==> src/rtl/frame_buffer_pkg.sv <==
// Shared types and helpers for the frame slot scheduler: the per-slot
// ownership state, the slot index width and the slot address calculation.
package frame_buffer_pkg;

    // Three index bits cover the largest supported ring of eight slots.
    localparam int SLOT_IDX_W = 3;
    localparam int SLOT_MAX   = 1 << SLOT_IDX_W;

    typedef enum logic [1:0] {
        FREE    = 2'd0,
        WRITING = 2'd1,
        READY   = 2'd2,
        READING = 2'd3
    } slot_state_t;

    // Byte base address of a slot; the sum wraps modulo 2^32.
    function automatic logic [31:0] slot_addr(
        input logic [31:0]           base,
        input logic [31:0]           stride,
        input logic [SLOT_IDX_W-1:0] idx
    );
        return base + stride * {{(32 - SLOT_IDX_W){1'b0}}, idx};
    endfunction

endpackage

==> src/rtl/frame_slot_sched_if.sv <==
// Handshake bundle between the frame writer/reader and the slot scheduler.
// The master side (writer and reader) drives requests and done pulses.
// The slave side (scheduler) returns grants, slot addresses and statistics.
interface frame_slot_sched_if;

    logic        wr_req_i;
    logic        wr_grant_o;
    logic [31:0] wr_addr_o;
    logic        wr_done_i;

    logic        rd_req_i;
    logic        rd_grant_o;
    logic [31:0] rd_addr_o;
    logic        rd_done_i;

    logic [15:0] dropped_o;
    logic [15:0] repeated_o;

    modport master (
        output wr_req_i, wr_done_i, rd_req_i, rd_done_i,
        input  wr_grant_o, wr_addr_o, rd_grant_o, rd_addr_o,
        input  dropped_o, repeated_o
    );

    modport slave (
        input  wr_req_i, wr_done_i, rd_req_i, rd_done_i,
        output wr_grant_o, wr_addr_o, rd_grant_o, rd_addr_o,
        output dropped_o, repeated_o
    );

endinterface

==> src/rtl/frame_slot_pick.sv <==
// Combinational priority encoder that returns the lowest-index set bit
// of the free-slot mask, plus a flag saying whether any slot is free.
module frame_slot_pick
    import frame_buffer_pkg::*;
(
    input  logic [SLOT_MAX-1:0]   free_mask,
    output logic [SLOT_IDX_W-1:0] pick_idx,
    output logic                  pick_found
);

    // Scan from the top down so the lowest free index wins.
    always_comb begin
        pick_idx   = '0;
        pick_found = 1'b0;
        for (int i = SLOT_MAX - 1; i >= 0; i--) begin
            if (free_mask[i]) begin
                pick_idx   = SLOT_IDX_W'(i);
                pick_found = 1'b1;
            end
        end
    end

endmodule

==> src/rtl/frame_slot_sched.sv <==
// Frame slot scheduler: hands out frame buffer slots to one writer and one
// reader so the reader always gets the newest completed frame and the
// writer never overwrites a frame being displayed.
// Optional feature: define FRAME_SLOT_SCHED_STATS_EN to build the dropped
// and repeated frame counters; without it both outputs are tied to zero.
module frame_slot_sched
    import frame_buffer_pkg::*;
#(
    parameter logic [31:0] START_ADDR    = 32'h0000_0000,
    parameter int          FRAMES_AMOUNT = 3,
    parameter logic [31:0] FRAME_BYTES   = 32'(1920 * 1080 * 2)
)(
    input logic               clk_i,
    input logic               rst_n_i,
    frame_slot_sched_if.slave bus
);

    // Slots at or above FRAMES_AMOUNT are held FREE and masked from selection.
    slot_state_t slot_q [SLOT_MAX];
    slot_state_t slot_d [SLOT_MAX];

    logic                  wr_active_q, wr_active_d;
    logic [SLOT_IDX_W-1:0] wr_idx_q, wr_idx_d;
    logic                  ready_valid_q, ready_valid_d;
    logic [SLOT_IDX_W-1:0] ready_idx_q, ready_idx_d;
    logic                  rd_held_q, rd_held_d;
    logic [SLOT_IDX_W-1:0] rd_idx_q, rd_idx_d;
    logic                  frame_avail_q, frame_avail_d;
    logic                  wr_grant_q, wr_grant_d;
    logic                  rd_grant_q, rd_grant_d;
    logic [31:0]           wr_addr_q, wr_addr_d;
    logic [31:0]           rd_addr_q, rd_addr_d;
    logic                  wr_done_ok;
    logic [SLOT_MAX-1:0]   free_mask;
    logic [SLOT_IDX_W-1:0] pick_idx;
    logic                  pick_found;
`ifdef FRAME_SLOT_SCHED_STATS_EN
    logic                  drop_inc;
    logic                  rep_inc;
    logic [15:0]           dropped_q;
    logic [15:0]           repeated_q;
`endif

    // Mark which in-range slots are currently free for the writer.
    always_comb begin
        free_mask = '0;
        for (int i = 0; i < SLOT_MAX; i++) begin
            free_mask[i] = (i < FRAMES_AMOUNT) && (slot_q[i] == FREE);
        end
    end

    frame_slot_pick u_pick (
        .free_mask  (free_mask),
        .pick_idx   (pick_idx),
        .pick_found (pick_found)
    );

    // Next-state: retire the written frame, then serve the reader, then the writer.
    always_comb begin
        slot_d        = slot_q;
        wr_active_d   = wr_active_q;
        wr_idx_d      = wr_idx_q;
        ready_valid_d = ready_valid_q;
        ready_idx_d   = ready_idx_q;
        rd_held_d     = rd_held_q;
        rd_idx_d      = rd_idx_q;
        frame_avail_d = frame_avail_q;
        wr_grant_d    = 1'b0;
        rd_grant_d    = 1'b0;
        wr_addr_d     = wr_addr_q;
        rd_addr_d     = rd_addr_q;
`ifdef FRAME_SLOT_SCHED_STATS_EN
        drop_inc      = 1'b0;
        rep_inc       = 1'b0;
`endif
        wr_done_ok    = bus.wr_done_i && wr_active_q;

        if (wr_done_ok) begin
            if (ready_valid_q) begin
                slot_d[ready_idx_q] = FREE;
`ifdef FRAME_SLOT_SCHED_STATS_EN
                drop_inc = 1'b1;
`endif
            end
            slot_d[wr_idx_q] = READY;
            ready_valid_d    = 1'b1;
            ready_idx_d      = wr_idx_q;
            wr_active_d      = 1'b0;
            frame_avail_d    = 1'b1;
        end

        if (bus.rd_req_i && (frame_avail_q || wr_done_ok)) begin
            rd_grant_d = 1'b1;
            if (ready_valid_d) begin
                if (rd_held_q) begin
                    slot_d[rd_idx_q] = FREE;
                end
                slot_d[ready_idx_d] = READING;
                rd_held_d     = 1'b1;
                rd_idx_d      = ready_idx_d;
                ready_valid_d = 1'b0;
                rd_addr_d     = slot_addr(START_ADDR, FRAME_BYTES, ready_idx_d);
            end else begin
`ifdef FRAME_SLOT_SCHED_STATS_EN
                rep_inc = 1'b1;
`endif
                rd_addr_d = slot_addr(START_ADDR, FRAME_BYTES, rd_idx_q);
            end
        end

        if (bus.wr_req_i && !wr_active_q && pick_found) begin
            slot_d[pick_idx] = WRITING;
            wr_active_d      = 1'b1;
            wr_idx_d         = pick_idx;
            wr_grant_d       = 1'b1;
            wr_addr_d        = slot_addr(START_ADDR, FRAME_BYTES, pick_idx);
        end
    end

    // State register; reset drops every ownership and any pending grant.
    always_ff @(posedge clk_i or negedge rst_n_i) begin
        if (!rst_n_i) begin
            for (int i = 0; i < SLOT_MAX; i++) begin
                slot_q[i] <= FREE;
            end
            wr_active_q   <= 1'b0;
            wr_idx_q      <= '0;
            ready_valid_q <= 1'b0;
            ready_idx_q   <= '0;
            rd_held_q     <= 1'b0;
            rd_idx_q      <= '0;
            frame_avail_q <= 1'b0;
            wr_grant_q    <= 1'b0;
            rd_grant_q    <= 1'b0;
            wr_addr_q     <= START_ADDR;
            rd_addr_q     <= START_ADDR;
        end else begin
            slot_q        <= slot_d;
            wr_active_q   <= wr_active_d;
            wr_idx_q      <= wr_idx_d;
            ready_valid_q <= ready_valid_d;
            ready_idx_q   <= ready_idx_d;
            rd_held_q     <= rd_held_d;
            rd_idx_q      <= rd_idx_d;
            frame_avail_q <= frame_avail_d;
            wr_grant_q    <= wr_grant_d;
            rd_grant_q    <= rd_grant_d;
            wr_addr_q     <= wr_addr_d;
            rd_addr_q     <= rd_addr_d;
        end
    end

    assign bus.wr_grant_o = wr_grant_q;
    assign bus.rd_grant_o = rd_grant_q;
    assign bus.wr_addr_o  = wr_addr_q;
    assign bus.rd_addr_o  = rd_addr_q;

`ifdef FRAME_SLOT_SCHED_STATS_EN
    // Saturating counters for frames dropped unread and frames shown twice.
    always_ff @(posedge clk_i or negedge rst_n_i) begin
        if (!rst_n_i) begin
            dropped_q  <= '0;
            repeated_q <= '0;
        end else begin
            if (drop_inc && (dropped_q != 16'hFFFF)) begin
                dropped_q <= dropped_q + 16'd1;
            end
            if (rep_inc && (repeated_q != 16'hFFFF)) begin
                repeated_q <= repeated_q + 16'd1;
            end
        end
    end

    assign bus.dropped_o  = dropped_q;
    assign bus.repeated_o = repeated_q;
`else
    assign bus.dropped_o  = '0;
    assign bus.repeated_o = '0;
`endif

endmodule

==> src/flat_wrapper.sv <==
// flat-port wrapper written by rule: the top's interface ports become plain ports
module frame_slot_sched_flat import frame_buffer_pkg::*;
#(
    parameter logic [31:0] START_ADDR    = 32'h0000_0000,
    parameter int          FRAMES_AMOUNT = 3,
    parameter logic [31:0] FRAME_BYTES   = 32'(1920 * 1080 * 2)
)
  (clk_i, rst_n_i, bus_wr_req_i, bus_wr_done_i, bus_rd_req_i, bus_rd_done_i, bus_wr_grant_o, bus_wr_addr_o, bus_rd_grant_o, bus_rd_addr_o, bus_dropped_o, bus_repeated_o);
  frame_slot_sched_if bus_i ();
  input logic clk_i;
  input logic rst_n_i;
  input wire logic [$bits(bus_i.wr_req_i)-1:0] bus_wr_req_i;
  input wire logic [$bits(bus_i.wr_done_i)-1:0] bus_wr_done_i;
  input wire logic [$bits(bus_i.rd_req_i)-1:0] bus_rd_req_i;
  input wire logic [$bits(bus_i.rd_done_i)-1:0] bus_rd_done_i;
  output wire logic [$bits(bus_i.wr_grant_o)-1:0] bus_wr_grant_o;
  output wire logic [$bits(bus_i.wr_addr_o)-1:0] bus_wr_addr_o;
  output wire logic [$bits(bus_i.rd_grant_o)-1:0] bus_rd_grant_o;
  output wire logic [$bits(bus_i.rd_addr_o)-1:0] bus_rd_addr_o;
  output wire logic [$bits(bus_i.dropped_o)-1:0] bus_dropped_o;
  output wire logic [$bits(bus_i.repeated_o)-1:0] bus_repeated_o;
  assign bus_i.wr_req_i = bus_wr_req_i;
  assign bus_i.wr_done_i = bus_wr_done_i;
  assign bus_i.rd_req_i = bus_rd_req_i;
  assign bus_i.rd_done_i = bus_rd_done_i;
  assign bus_wr_grant_o = bus_i.wr_grant_o;
  assign bus_wr_addr_o = bus_i.wr_addr_o;
  assign bus_rd_grant_o = bus_i.rd_grant_o;
  assign bus_rd_addr_o = bus_i.rd_addr_o;
  assign bus_dropped_o = bus_i.dropped_o;
  assign bus_repeated_o = bus_i.repeated_o;
  frame_slot_sched #(.START_ADDR(START_ADDR), .FRAMES_AMOUNT(FRAMES_AMOUNT), .FRAME_BYTES(FRAME_BYTES)) u_core (.clk_i(clk_i), .rst_n_i(rst_n_i), .bus(bus_i));
endmodule
==> config.mk <==
export PLATFORM = sky130hd
export DESIGN_NAME = frame_slot_sched_flat
export DESIGN_NICKNAME = d
export VERILOG_FILES = /design/src/rtl/frame_buffer_pkg.sv /design/src/rtl/frame_slot_sched_if.sv /design/src/rtl/frame_slot_pick.sv /design/src/rtl/frame_slot_sched.sv /design/src/flat_wrapper.sv
export SDC_FILE = /design/constraint.sdc
export NUM_CORES = 1
export LEC_CHECK = 0
export CORE_MARGIN = 1
export CORE_UTILIZATION = 23
export DETAILED_ROUTE_END_ITERATION = 7
export HOLD_SLACK_MARGIN = 0.03
export PLACE_DENSITY = 0.53
export SLEW_MARGIN = 20
export SYNTH_ARGS = -nofsm -noshare
export SYNTH_HDL_FRONTEND = slang
export SYNTH_SLANG_ARGS = --single-unit
export TNS_END_PERCENT = 100
==> constraint.sdc <==
create_clock -name clk_i -period 2.8 [get_ports clk_i]
set_clock_uncertainty 0.15 [all_clocks]
set_input_delay 0.28 -clock clk_i [delete_from_list [all_inputs] [get_ports clk_i]]
set_output_delay 0.28 -clock clk_i [all_outputs]
set_load 0.005 [all_outputs]
## After elaboration in Yosys (flattened, before gate mapping)

Index checks and enable logic that the tools add are counted.

- Multiply operators: 3
- Magnitude comparators: 10
- Multiplexer cells: 33
- Bitwise logic cells: 16
- Reduce and logical (&&, ||, !) cells: 16

Operators by type and width:

| cell | number |
|---|---|
| $mux W16 | 9 |
| $mul A11 B3 Y14 const A | 3 |
| $and A16 B16 Y16 | 2 |
| $not A16 Y16 | 2 |
| $demux W2 S3 | 5 |
| $mux W25 | 1 |
| $ge A4 B4 Y1 const B | 5 |
| $lt A4 B1 Y1 const B | 5 |
| $not A3 Y4 | 5 |
| $and A8 B8 Y8 | 2 |
| $not A8 Y8 | 2 |
| $or A16 B16 Y16 | 1 |
| $or A8 B8 Y8 | 2 |
| $mux W2 | 6 |
| $logic_and A1 B1 Y1 | 9 |
| $mux W1 | 9 |
| $mux W3 | 3 |
| $logic_not A2 Y1 | 3 |
| $reduce_and A2 Y1 | 1 |
| $reduce_bool A2 Y1 | 1 |
| $logic_not A1 Y1 | 1 |
| $logic_or A1 B1 Y1 | 1 |

- Register bits after elaboration: 77
- Bits of input ports: 6
- Word-level logic and storage cells: 97

## Longest topological paths before layout

- Word-level depth: 20
- Depth in mapped cells: 12

## Hierarchy

From an unflattened synthesis, not the netlist that was laid out.

- Cells, all modules: 368
- Area, all modules: 3380.7 µm²

By module, submodules not included:

| module | times used | cells each | area an instance (µm²) | sequential area each (µm²) |
|---|---|---|---|---|
| frame_slot_sched | 1 | 355 | 3300.7 | 1051.0 |
| frame_slot_pick | 1 | 13 | 80.1 | 0.0 |

## Worst setup path before layout

Ideal clock, no wire load.

- Path kind: register to register
- From: register u_core.wr_active_q
- To: register u_core.rd_addr_q[23] (netlist: u_core.bus.rd_addr_o[23])
- Library setup time: 0.134 ns
- Arrival time: 2.700 ns
- Path slack: -0.184 ns
- Stages on the path, launching flop included: 13
- Path buffers: 2
- Clock period less this slack: 2.984 ns
- Path through: dfrtp_1 -> buf_6 -> and2_4 -> buf_6 -> mux2i_4 -> inv_1 -> ha_1 -> ha_1 -> fa_1 -> a21o_1 -> a2111o_1 -> o21ai_0 -> o31ai_1

- Cells in the longest elaborated chain, start to end: 4
- Elaborated cells on any way between the ends: 7
- Classes of those cells: mul: 1; mux: 3; reduce/logical: 3

RTL lines:

| what | RTL line | RTL |
|---|---|---|
| from (decl) | frame_slot_sched.sv:22 | `logic wr_active_q, wr_active_d;` |
| from (signal assigned) | frame_slot_sched.sv:139 | `wr_active_q <= wr_active_d;` |
| $logic_and A1 B1 Y1 | frame_slot_sched.sv:76 | `wr_done_ok = bus.wr_done_i && wr_active_q;` |
| $mux W3 | frame_slot_sched.sv:78 | `if (wr_done_ok) begin` |
| named net u_core.ready_idx_d[0] | frame_slot_sched.sv:25 | `logic [SLOT_IDX_W-1:0] ready_idx_q, ready_idx_d;` |
| $mul A11 B3 Y14 | frame_buffer_pkg.sv:22 | `return base + stride * {{(32 - SLOT_IDX_W){1'b0}}, idx};` |
| $mux W25 | frame_slot_sched.sv:94 | `if (ready_valid_d) begin` |
| to (signal assigned) | frame_slot_sched.sv:149 | `rd_addr_q <= rd_addr_d;` |
| to (decl) | frame_slot_sched.sv:32 | `logic [31:0] rd_addr_q, rd_addr_d;` |

The timed path passes the listed nets, and every way through them passes these cells.
A chain may end at the register's enable or synchronous reset.

## Worst setup path after layout

Ends and elaborated chain as after synthesis.

==> results by group <==
Layout
  – Fin nets: 414
  – Design Area, Final: between 3000 and 4000 um2
  – Share of layout cells above drive strength 1: roughly 15%
  – Most common cell after layout, fill and taps aside: conb_1
  – Diode count: 0
  – Most frequent cells in the layout: conb_1 (70), dfrtp_1 (36), nand2_1 (34)
  – Fillers: roughly 1300
  – Fin cells: 545
  – Final core occ: between 20 and 30%
  – Area growth, synth to finish: 20.77%

Logic synthesis
  – Number of synthesized flops with an enable pin: 0
  – Multiplexer share of the synthesized area: 1.450%
  – Post-synthesis xor/xnor area fraction: 0%
  – Post-synth top flop: dfrtp_1
  – Synth Area in Adders: 14.75%
  – Avg Cell Area, Syn: about 9.0 um2
  – Synth top area cells: dfrtp_1 (31%), buf_4 (20%), ha_1 (11%)
  – Largest family of logic cells by synthesized area: buffers and inverters
  – Synth Register Bits: 36
  – Sequential area share after synthesis: between 30% and 40%
  – Post-Synth Simple-Gate Area: between 10% and 20%
  – Cell taking the most area after synthesis: dfrtp_1
  – Ys async rst share: 100.0%
  – Yosys top cell area share: a little under a third
  – Syn Std Cell Area: approximately 3000 um2
  – Synth cell types: 49
  – Area fraction in compound gates after synthesis: between 10 and 15%
  – Yosys warning count: 0
  – Cells after synthesis: 327

Detailed routing
  – Post-Route WL: between 6000 and 7000 um
  – Via count: about 2200
  – 1st-pass router iterations: 4
  – Wire per inst: 11.64 um
  – Number of remaining DRC errors: 0
  – Initial DRC count: about 120
  – Antenna-violating nets left: 0
  – Vias per cell: approximately 4.0

CTS
  – CTS tree: done
  – Clock Sinks: 36
  – H-tree Lvls: 2
  – CTS buffer count: 5
  – Maximum clock path buffer count: 2
  – CTS root buf: clkbuf_16
  – Worst-Skew Late Latency: approximately 280 ps
  – Clock slew seen by the registers of the worst setup and hold paths: 60 ps

Power
  – P_leak: 1.726 nW
  – Max rail drop VDD: between 0.2 and 0.3 mV
  – Total Power: between 3 and 4 mW
  – PwrDens: between 900 and 1000 nW/um2

Setup path
  – Crit-path slowest cell: dfrtp_1
  – Critical-path cell list: and3_4 -> a21o_4 -> buf_6 -> ha_4 -> ha_4 -> fa_2 -> a21o_1 -> a2111o_1 -> o21ai_1 -> o31ai_1
  – CP endpoint kind: flop
  – CP Data Required Time: 2810 ps
  – Setup CP Type: reg2reg
  – Crit-path max cell delay: roughly 420 ps
  – Startpoint Class: flop
  – Crit-path leading delay family: compound AO/OA/AOI/OAI gates
  – RR Startpoint: u_core.wr_active_q
  – Crit path from: u_core.wr_active_q
  – Worst EP arrival: about 2800 ps
  – Worst Path Max Fanout: 6
  – Buffers & Inverters on Critical Path: 1
  – Crit path top cell by count: ha_4

Global route
  – All-Layer GR Usage: 10.10%
  – GRT met2 Usage: between 10% and 20%
  – Pin count of the biggest net entering global routing: 37
  – Met1 GRT Util: 12.98%
  – First-pass GRT wire length: 10430 um
  – GRT Residual Overflow: 0
  – Vias in the first global route: just over 2000
  – Met3 Usage GRT: 1.950%
  – GR peak layer: met2
  – Initial antenna violation count: 0

Floorplanning
  – DIE WIDTH: ~110 um
  – Die Y: roughly 110 um
  – FP Rows: 40
  – Top Ports: roughly 100
  – Starting Density: approximately 24%
  – Die area: roughly 13000 um2
  – Core Area: 12210 um2

STA
  – Final worst slack: ~65 ps
  – Crit share post-route: a little over nine tenths
  – Tmin final: approximately 2700 ps
  – Final Hold Vio Count: 0
  – Worst-Margin Slew: around 850 ps
  – Final setup violation count: 0
  – Rel. slew slack: around 43%
  – Hold_ws: approximately 320 ps
  – Max Clk Rate: 0.3656 GHz
  – RSZ-0062 raised after global routing: true
  – Pins over their slew limit: 0
  – Setup Total Neg Slack: 0 ps

Placement
  – Port Buffers: 32
  – Area after DPL: roughly 3300 um2
  – Placed Cells: between 500 and 600
  – DP Worst Slack: -330.6 ps
  – Routability cong.: ~0.8
  – DP HPWL: 5005 um

Job
  – Max cap viols: 0

Min path
  – Worst hold start: u_core.bus.wr_addr_o[17]
  – Hold WC Path Type: reg2reg

Run status
  – Status: finished clean
-- final cells by class --
class / count / area [um2] / area share [%]
clock buffer: 7 / 152.6 / 4.308
inverter: 22 / 85.08 / 2.401
multi-input combinational: 254 / 1675 / 47.28
sequential: 36 / 900.9 / 25.42
tap: 168 / 210.2 / 5.932
timing repair buffer: 58 / 519.2 / 14.65
-- repair_timing --
item	in CTS	in global routing
pin swaps	0	8
hold buffers	1	0
resized for setup	1	10
setup endpoints to repair	4	5
buffers inserted	0	3
endpoints found under the hold margin	36	0
-- final timing paths --
path	endpoint	slack, ps	depth (start not counted)
worst max register to register	u_core.bus.rd_addr_o[23]	70	10
worst min register to register	u_core.bus.wr_addr_o[17]	320	2
min in group asynchronous	u_core.bus.wr_grant_o	520	2
worst min-delay path	u_core.bus.wr_addr_o[17]	320	2
worst max-delay path	u_core.bus.rd_addr_o[23]	70	10
max in group asynchronous	u_core.bus.rd_addr_o[16]	1450	2
-- cells by family after synthesis --
kind of cell	Yosys count
and+or+nand+nor	88
adders and majority gates	31
buffers and inverters	106
DFF	36
AOI/OAI and AO/OA	62
muxes	3
other	1
-- per-layer routing --
layer  vias to the layer above  wire [um]
met3                         4        312
met5                         -          0
li1                       1059          -
met2                        76       3139
met1                      1025       2859
met4                         0         34
-- state kept, by name (all words and copies together), names as in the netlist --
signal	count
u_core.bus.rd_addr_o	12
u_core.bus.rd_grant_o	1
u_core.bus.wr_addr_o	6
u_core.bus.wr_grant_o	1
u_core.frame_avail_q	1
u_core.rd_held_q	1
u_core.rd_idx_q	3
u_core.ready_idx_q	3
u_core.ready_valid_q	1
u_core.slot_q	6
u_core.wr_active_q	1
-- cell usage after synthesis, types with 2 or more instances --
| master | n |
|---|---|
| buf_4 | 79 |
| dfrtp_1 | 36 |
| nand2_1 | 36 |
| ha_1 | 25 |
| inv_1 | 21 |
| o21ai_0 | 16 |
| nor2_1 | 14 |
| a21oi_1 | 9 |
| nor3_1 | 8 |
| nand2b_1 | 7 |
| a21o_1 | 6 |
| a31oi_1 | 6 |
| fa_1 | 6 |
| nand3_1 | 6 |
| and3_1 | 3 |
| buf_2 | 3 |
| o31ai_1 | 3 |
| or2_2 | 3 |
| or3_1 | 3 |
| a211oi_1 | 2 |
| a22o_1 | 2 |
| buf_6 | 2 |
| mux2i_1 | 2 |
| nor2b_1 | 2 |
| o311ai_0 | 2 |
| o31a_1 | 2 |
-- tightest hold or removal path, stage by stage (launching register included) --
cell and delay, ps:
dfrtp_1 340, nand2_1 50, nand2_1 50
-- power breakdown --
group	leakage [nW]	switching, mW	internal, mW
Clock	0.0760	0.206	0.373
Sequential	0.445	0.156	0.719
Combinational	1.20	0.939	0.952
(Power assumes the default switching activity.)
